<file path="src/rtl/operand_fetch_stage_pkg.sv">
// operand_fetch_stage_pkg: shared widths, op encodings and helpers for the operand fetch stage
package operand_fetch_stage_pkg;
  localparam int XLEN = 32;
  localparam int NREGS = 32;
  localparam int AW = 5;
  localparam int OPW = 3;
  localparam logic [AW-1:0] ZERO_REG = '0;
  typedef enum logic [OPW-1:0] {
    OP_AND = 3'd0,
    OP_OR  = 3'd1,
    OP_XOR = 3'd2,
    OP_NOT = 3'd3,
    OP_ADD = 3'd4,
    OP_SUB = 3'd5
  } op_e;
  typedef enum logic {EMPTY = 1'b0, FULL = 1'b1} state_e;
  function automatic logic wb_hit(input logic en, input logic [AW-1:0] wa, input logic [AW-1:0] ra);
    return en && wa == ra && ra != ZERO_REG;
  endfunction
endpackage

</file>
<file path="src/rtl/operand_fetch_stage_if.sv">
// operand_fetch_stage_if: issue, write-back and execute-side handshake bundle
interface operand_fetch_stage_if;
  import operand_fetch_stage_pkg::*;
  logic in_valid;
  logic in_ready;
  logic [AW-1:0] in_rs1;
  logic [AW-1:0] in_rs2;
  logic [AW-1:0] in_rd;
  logic [OPW-1:0] in_op;
  logic wb_en;
  logic [AW-1:0] wb_addr;
  logic [XLEN-1:0] wb_data;
  logic out_valid;
  logic out_ready;
  logic [XLEN-1:0] reg_s1;
  logic [XLEN-1:0] reg_s2;
  logic [AW-1:0] out_rd;
  logic [OPW-1:0] out_op;
  logic enable;
  modport slave (
    input in_valid, in_rs1, in_rs2, in_rd, in_op, wb_en, wb_addr, wb_data, out_ready,
    output in_ready, out_valid, reg_s1, reg_s2, out_rd, out_op, enable
  );
  modport master (
    output in_valid, in_rs1, in_rs2, in_rd, in_op, wb_en, wb_addr, wb_data, out_ready,
    input in_ready, out_valid, reg_s1, reg_s2, out_rd, out_op, enable
  );
endinterface

</file>
<file path="src/rtl/operand_fetch_stage_regfile.sv">
// regfile_2r1w: register array, async reads, sync write, r0 hardwired to zero, sync clear
module regfile_2r1w
  import operand_fetch_stage_pkg::*;
(
  input  logic clk,
  input  logic reset,
  input  logic we,
  input  logic [AW-1:0] wa,
  input  logic [XLEN-1:0] wd,
  input  logic [AW-1:0] ra1,
  input  logic [AW-1:0] ra2,
  output logic [XLEN-1:0] rd1,
  output logic [XLEN-1:0] rd2
);
  logic [XLEN-1:0] mem [NREGS];
  always_ff @(posedge clk) begin
    if (reset) begin
      for (int i = 0; i < NREGS; i++) mem[i] <= '0;
    end else if (we && wa != ZERO_REG) begin
      mem[wa] <= wd;
    end
  end
  assign rd1 = ra1 == ZERO_REG ? '0 : mem[ra1];
  assign rd2 = ra2 == ZERO_REG ? '0 : mem[ra2];
endmodule

</file>
<file path="src/rtl/operand_fetch_stage.sv">
// operand_fetch_stage: reads two operands with write-back bypass into a one-entry valid/ready output register
module operand_fetch_stage
  import operand_fetch_stage_pkg::*;
(
  input logic clk,
  input logic reset,
  operand_fetch_stage_if.slave bus
);
  state_e state;
  logic [AW-1:0] src1, src2;
  logic [XLEN-1:0] rd1, rd2;
  logic accept, hold;
  regfile_2r1w u_rf (
    .clk(clk),
    .reset(reset),
    .we(bus.wb_en),
    .wa(bus.wb_addr),
    .wd(bus.wb_data),
    .ra1(bus.in_rs1),
    .ra2(bus.in_rs2),
    .rd1(rd1),
    .rd2(rd2)
  );
  assign bus.out_valid = state == FULL;
  assign bus.enable = bus.out_valid;
  assign bus.in_ready = reset || !bus.out_valid || bus.out_ready;
  assign accept = bus.in_valid && bus.in_ready;
  assign hold = bus.out_valid && !bus.out_ready;
  // source indices are retained so a stalled operand tracks later write-backs
  always_ff @(posedge clk) begin
    if (reset) begin
      state <= EMPTY;
      bus.reg_s1 <= '0;
      bus.reg_s2 <= '0;
      bus.out_rd <= '0;
      bus.out_op <= '0;
      src1 <= '0;
      src2 <= '0;
    end else if (accept) begin
      state <= FULL;
      bus.reg_s1 <= wb_hit(bus.wb_en, bus.wb_addr, bus.in_rs1) ? bus.wb_data : rd1;
      bus.reg_s2 <= wb_hit(bus.wb_en, bus.wb_addr, bus.in_rs2) ? bus.wb_data : rd2;
      bus.out_rd <= bus.in_rd;
      bus.out_op <= bus.in_op;
      src1 <= bus.in_rs1;
      src2 <= bus.in_rs2;
    end else if (hold) begin
      if (wb_hit(bus.wb_en, bus.wb_addr, src1)) bus.reg_s1 <= bus.wb_data;
      if (wb_hit(bus.wb_en, bus.wb_addr, src2)) bus.reg_s2 <= bus.wb_data;
    end else begin
      state <= EMPTY;
    end
  end
endmodule

</file>
<file path="src/flat_wrapper.sv">
// flat-port wrapper written by rule: the top's interface ports become plain ports
module operand_fetch_stage_flat import operand_fetch_stage_pkg::*;
  (clk, reset, bus_in_valid, bus_in_rs1, bus_in_rs2, bus_in_rd, bus_in_op, bus_wb_en, bus_wb_addr, bus_wb_data, bus_out_ready, bus_in_ready, bus_out_valid, bus_reg_s1, bus_reg_s2, bus_out_rd, bus_out_op, bus_enable);
  operand_fetch_stage_if bus_i ();
  input logic clk;
  input logic reset;
  input wire logic [$bits(bus_i.in_valid)-1:0] bus_in_valid;
  input wire logic [$bits(bus_i.in_rs1)-1:0] bus_in_rs1;
  input wire logic [$bits(bus_i.in_rs2)-1:0] bus_in_rs2;
  input wire logic [$bits(bus_i.in_rd)-1:0] bus_in_rd;
  input wire logic [$bits(bus_i.in_op)-1:0] bus_in_op;
  input wire logic [$bits(bus_i.wb_en)-1:0] bus_wb_en;
  input wire logic [$bits(bus_i.wb_addr)-1:0] bus_wb_addr;
  input wire logic [$bits(bus_i.wb_data)-1:0] bus_wb_data;
  input wire logic [$bits(bus_i.out_ready)-1:0] bus_out_ready;
  output wire logic [$bits(bus_i.in_ready)-1:0] bus_in_ready;
  output wire logic [$bits(bus_i.out_valid)-1:0] bus_out_valid;
  output wire logic [$bits(bus_i.reg_s1)-1:0] bus_reg_s1;
  output wire logic [$bits(bus_i.reg_s2)-1:0] bus_reg_s2;
  output wire logic [$bits(bus_i.out_rd)-1:0] bus_out_rd;
  output wire logic [$bits(bus_i.out_op)-1:0] bus_out_op;
  output wire logic [$bits(bus_i.enable)-1:0] bus_enable;
  assign bus_i.in_valid = bus_in_valid;
  assign bus_i.in_rs1 = bus_in_rs1;
  assign bus_i.in_rs2 = bus_in_rs2;
  assign bus_i.in_rd = bus_in_rd;
  assign bus_i.in_op = bus_in_op;
  assign bus_i.wb_en = bus_wb_en;
  assign bus_i.wb_addr = bus_wb_addr;
  assign bus_i.wb_data = bus_wb_data;
  assign bus_i.out_ready = bus_out_ready;
  assign bus_in_ready = bus_i.in_ready;
  assign bus_out_valid = bus_i.out_valid;
  assign bus_reg_s1 = bus_i.reg_s1;
  assign bus_reg_s2 = bus_i.reg_s2;
  assign bus_out_rd = bus_i.out_rd;
  assign bus_out_op = bus_i.out_op;
  assign bus_enable = bus_i.enable;
  operand_fetch_stage u_core (.clk(clk), .reset(reset), .bus(bus_i));
endmodule
</file>
<file path="config.mk">
export PLATFORM = sky130hd
export DESIGN_NAME = operand_fetch_stage_flat
export DESIGN_NICKNAME = d
export VERILOG_FILES = /design/src/rtl/operand_fetch_stage_pkg.sv /design/src/rtl/operand_fetch_stage_if.sv /design/src/rtl/operand_fetch_stage_regfile.sv /design/src/rtl/operand_fetch_stage.sv /design/src/flat_wrapper.sv
export SDC_FILE = /design/constraint.sdc
export NUM_CORES = 2
export LEC_CHECK = 0
export BUFFER_PORTS_ARGS = -buffer_cell sky130_fd_sc_hd__buf_2
export CELL_PAD_IN_SITES_DETAIL_PLACEMENT = 1
export CELL_PAD_IN_SITES_GLOBAL_PLACEMENT = 1
export CORE_ASPECT_RATIO = 0.6
export CORE_UTILIZATION = 31
export CTS_CLUSTER_SIZE = 28
export DETAILED_ROUTE_END_ITERATION = 10
export PLACE_DENSITY_LB_ADDON = 0.1
export REMOVE_ABC_BUFFERS = 1
export SETUP_SLACK_MARGIN = 0.02
export SYNTH_ARGS = -nofsm -noshare
export SYNTH_HDL_FRONTEND = slang
export SYNTH_HIERARCHICAL = 1
export SYNTH_SLANG_ARGS = --single-unit
</file>
<file path="constraint.sdc">
create_clock -name clk -period 8.58 [get_ports clk]
set_clock_uncertainty 0.1 [all_clocks]
set_input_delay 2.145 -clock clk [delete_from_list [all_inputs] [get_ports clk]]
set_output_delay 2.145 -clock clk [all_outputs]
set_load 0.02 [all_outputs]
</file>
Word-level counts from Yosys, hierarchy flattened

Memory sizes are Yosys's and may differ from the RTL's.
Index checks and enable logic that the tools add are counted.

Mux-type cells: 20
Reduce and logical (&&, ||, !) cells: 28
Eq/ne operators: 5

Operators with widths:

| operator                                       | number |
|---|---|
| 2-to-1 mux 32 bit                              | 11 |
| OR reduction 32 bit                            | 1 |
| nonzero test 5 bit                             | 5 |
| equality test 5 bit                            | 4 |
| logical AND 1 bit                              | 11 |
| zero test 5 bit                                | 2 |
| 2-to-1 mux 1 bit                               | 8 |
| nonzero test 2 bit                             | 3 |
| 2-to-1 mux 5 bit                               | 1 |
| AND reduction 2 bit                            | 2 |
| zero test 1 bit                                | 2 |
| logical OR 1 bit                               | 2 |
| != test 2 x 1 -> 1 bit (second input constant) | 1 |

Memories kept: 1
Bits of input ports: 60
Bits in registers: 83
Bits in writable memories: 1,024

Memories:

| name            | words | bits a word | read ports | clocked after Yosys merged registers in | write ports | RTL line                          | text |
|---|---|---|---|---|---|---|---|
| u_core.u_rf.mem | 32    | 32          | 2          | 0                                       | 32          | operand_fetch_stage_regfile.sv:15 | `logic [XLEN-1:0] mem [NREGS];` |

Depth between registers and ports, before layout

Word-level depth: 7
Gate-level depth with buffers: 11
Depth with buffers taken out: 6

Modules after synthesis

Netlist, hierarchy kept.

Modules (own cells, without submodules):

| module              | cells an instance | area each (um^2) | times used | seq. area each (um^2) |
|---|---|---|---|---|
| regfile_2r1w        | 3,502             | 54,253.3         | 1          | 30,749.5 |
| operand_fetch_stage | 536               | 4,865.9          | 1          | 1,661.6 |

Least setup slack after synthesis

Ideal clock, no wire load.

Kind: input port to output port
Start point: input port reset
End point: output port bus_in_ready
Data required time: 6.335 ns
Arrival: 2.585 ns
Buffers on the path: 0
Setup slack: 3.750 ns
Stages: 2
Cell sequence: nor3b_4 > inv_2

Cells in the longest elaborated chain, start to end: 2

Ends and longest elaborated chain:

| element                       | RTL line                  | text |
|---|---|---|
| start: declaration            | flat_wrapper.sv:6         | `input logic reset;` |
| logical OR 1 bit (2 in a row) | operand_fetch_stage.sv:26 | `assign bus.in_ready = reset \|\| !bus.out_valid \|\| bus.out_ready;` |
| end: declaration              | flat_wrapper.sv:16        | `output wire logic [$bits(bus_i.in_ready)-1:0] bus_in_ready;` |

No other way between the ends.

Final worst setup path

Same ends and word-level chain as after synthesis.

==> run_results.csv <==
group,metric,value,unit
clocking,root_buf_cell,"sky130_fd_sc_hd__clkbuf_16",
grt,via_count_of_the_first_global_routing_pass,39200,
floorplan,floorplan.rows,123,
cells_and_area,area_growth,11.3,%
sta,grt_setup_unrepaired,"false",
critical_path,crit_buf_inv,3,
clocking,cts_inserted_buffers,118,
sta,max-slew-margin-rel,0.0796,
placed_design,dp_hpwl,148,mm
clocking,cts.hold.buffers_added,0,
sta,timing.final.setup_violations,0,
yosys,netlist_area,59100,sq um
critical_path,timing.critical_path.slowest_stage_cell,"sky130_fd_sc_hd__nor3b_4",
routing,drt_wl_total,241,mm
cells_and_area,nets,4029,
routing,avgRoutedWirePerCell,36.6,microns
clocking,clock_edge_transition_at_the_registers_on_the_reported_setup_and_hold_paths,0.06,ns
run,maxCapViolations,0,
critical_path,worst-path-max-fanout,21,
floorplan,die_height,340,microns
cells_and_area,stdcell_area,65800,sq um
critical_path,timing.critical_path.from_type,"input pin",
routing,drt-pass1-iter-count,6,
clocking,cts-root-to-sink-buffers,3,
yosys,synth_area_per_cell,14.6,sq um
routing,drt-vias-per-instance,5.95,
yosys,synth_flop_cell,"sky130_fd_sc_hd__edfxtp_1",
grt,grt_first_pass_wirelength,335,mm
yosys,netlist_top_cells_area,"sky130_fd_sc_hd__edfxtp_1 52%, sky130_fd_sc_hd__mux4_2 18%, sky130_fd_sc_hd__and2_1 11%, sky130_fd_sc_hd__dfxtp_1 2.8%, sky130_fd_sc_hd__mux2i_1 2.5%",
critical_path,timing.critical_path.required,6.34,ns
yosys,synth_warnings,6,
power_and_ir_drop,irDropWorstVdd,200,uV
placed_design,final_weighted_congestion_in_routability_driven_placement,0.791,
grt,grt_remaining_overflow,0,
sta,setup_total_negative_slack,0,ns
grt,antenna_found_initial,24,
critical_path,slowest_delay,0.56,ns
power_and_ir_drop,total_power,13.1,mW
status,outcome,"complete, no violations",
sta,finalCritPeriodShare,0.632,
routing,drc,0,
clocking,tritoncts_clock_tree,"built",
critical_path,crit-reg2reg-launch,"u_core/bus.enable",
clocking,clk-insertion-delay-late,0.76,ns
sta,maximum_clock_rate,184,MHz
routing,drt-initial-drc-count,4679,
grt,grt.total_usage,0.249,
critical_path,setup.worst_path.start,"reset",
clocking,quantity_of_gates_resized_following_cts,0,
critical_path,critical_path.cell_chain,"buf_6 -> nor3b_4 -> inv_2 -> buf_2",
sta,worst_pin_slew,1.38,ns
critical_path,worstSetupEndpointType,"output pin",
critical_path,crit_family,"simple AND/OR/NAND/NOR gates",
cells_and_area,layout_cells_sized_above_1,0.249,
placed_design,post_dp_cell_area,62200,sq um
power_and_ir_drop,power.density_cell_area,200,nW/um^2
sta,holdWs,0.359,ns
yosys,synthDominantCellAreaShare,0.520,
sta,timing.final.max_slew_violations,0,
floorplan,core-area,188000,sq um
clocking,number_of_post_cts_setup_repair_buffers,0,
hold_path,worstHoldStart,"u_core/bus.out_op[1]",
hold_path,hold_path_class,"reg -> reg",
yosys,synth-async-reset-ratio,0,
critical_path,worstSetupPathType,"in -> out",
floorplan,die_area,193000,sq um
sta,min_period,5.42,ns
floorplan,die_width,566,microns
grt,grt_max_degree,101,
critical_path,arrival,3.18,ns
yosys,number_of_enable_flip_flop_cells_after_synthesis,1024,
placed_design,total_of_buffers_placed_on_input_and_output_ports,134,
yosys,yosysSeqAreaShare,0.548,
clocking,cts_sinks,1107,
floorplan,io-pin-count,135,
yosys,total_of_flip_flops_plus_latches_after_synthesis,1107,
sta,report.final.hold_viol_count,0,
floorplan,start_util,0.314,
cells_and_area,layout.cells.most_common_list,"1024 x sky130_fd_sc_hd__edfxtp_1, 996 x sky130_fd_sc_hd__and2_1, 472 x sky130_fd_sc_hd__mux4_2, 150 x sky130_fd_sc_hd__mux2i_1, 128 x sky130_fd_sc_hd__a311oi_1",
yosys,synthesis.instances,4038,
routing,drt.antenna.violating_nets,0,
power_and_ir_drop,cellLeakagePower,21.9,nW
yosys,netlist-cell-type-count,61,
routing,via_count,39100,
yosys,post_synthesis_cell_type_with_the_largest_combined_area,"sky130_fd_sc_hd__edfxtp_1",
cells_and_area,layout_commonest_cell,"sky130_fd_sc_hd__edfxtp_1",
clocking,htreeDepth,3,
[registers in the layout (all words and copies together) (netlist names)]
signal and flops:
u_core/src2 5, u_core/bus.out_rd 5, u_core/u_rf/mem 1024, u_core/bus.reg_s2 32
u_core/bus.reg_s1 32, u_core/bus.out_op 3, u_core/bus.enable 1, u_core/src1 5
[report_power, final]
group,switching (mW),internal (mW)
combinational,1.08,0.646
sequential,0.207,6.20
clock,2.33,2.69
[cells by family (layout without fill, tap and decap cells)]
kind of cell	after synthesis	in the layout	share of synthesized area
DFF	1107	1107	0.548
xor gates and xnor gates	16	16	0.00237
muxes	652	652	0.211
other	1	40	0.0000634
buffers and inverters	480	477	0.0385
AOI/OAI and AO/OA	482	482	0.0656
and+or+nand+nor	1300	1300	0.134
[stage by stage]
step	setup WS [ns]	util	instances
6_report	3.16	0.349	6574
5_1_grt	3.11	0.349	6566
4_1_cts	3.19	0.349	6565
3_5_place_dp	2.42	0.330	6348
3_3_place_gp	2.48	0.330	6348
2_1_floorplan	2.46	-	3594
[layout make-up]
cell class,instances,area [sq um]
repair buffers,255,1770
diodes,8,20.0
fillers,19300,123000
well taps,2500,3130
clock buffers,179,3370
inverters,5,18.8
flip-flops and latches,1107,32400
clock inverters,38,196
multi-input cells,2482,24900
[synth_stat cells, drive strengths merged (5+ instances only)]
| cell type | number |
|---|---|
| nand2b | 5 |
| nor2 | 40 |
| nand4 | 64 |
| nand3 | 7 |
| inv | 5 |
| nor3 | 54 |
| xor2 | 8 |
| a2111oi | 55 |
| mux2i | 150 |
| nand3b | 5 |
| o311ai | 64 |
| edfxtp | 1024 |
| clkbuf | 331 |
| or2 | 35 |
| and2 | 997 |
| xnor2 | 8 |
| nor4 | 10 |
| buf | 144 |
| nor2b | 14 |
| mux2 | 30 |
| a211oi | 7 |
| a21oi | 33 |
| mux4 | 472 |
| a22o | 51 |
| o21ai | 6 |
| a311oi | 128 |
| o22ai | 103 |
| nand2 | 48 |
| dfxtp | 83 |
| a22oi | 16 |
[worst paths after layout]
path / end / cells after the start / slack (ns)
max: bus_in_ready / 4 / 3.16
min: u_core/bus.out_op[1] / 2 / 0.36
max reg2reg: u_core/bus.reg_s2[9] / 4 / 5.49
min reg2reg: u_core/bus.out_op[1] / 2 / 0.36
[metal layers]
layer | global-route usage | share of wire
met4 | 0.0473 | 0.017
met2 | 0.354 | 0.42
met1 | 0.394 | 0.49
met5 | 0 | 0.00010
met3 | 0.0398 | 0.072
[tightest hold or removal path, cell delays in order, from the launching register on]
cell and delay, ns:
sky130_fd_sc_hd__dfxtp_1 0.31, sky130_fd_sc_hd__nand2_1 0.05, sky130_fd_sc_hd__a21oi_1 0.05
(Power assumes the default switching activity.)
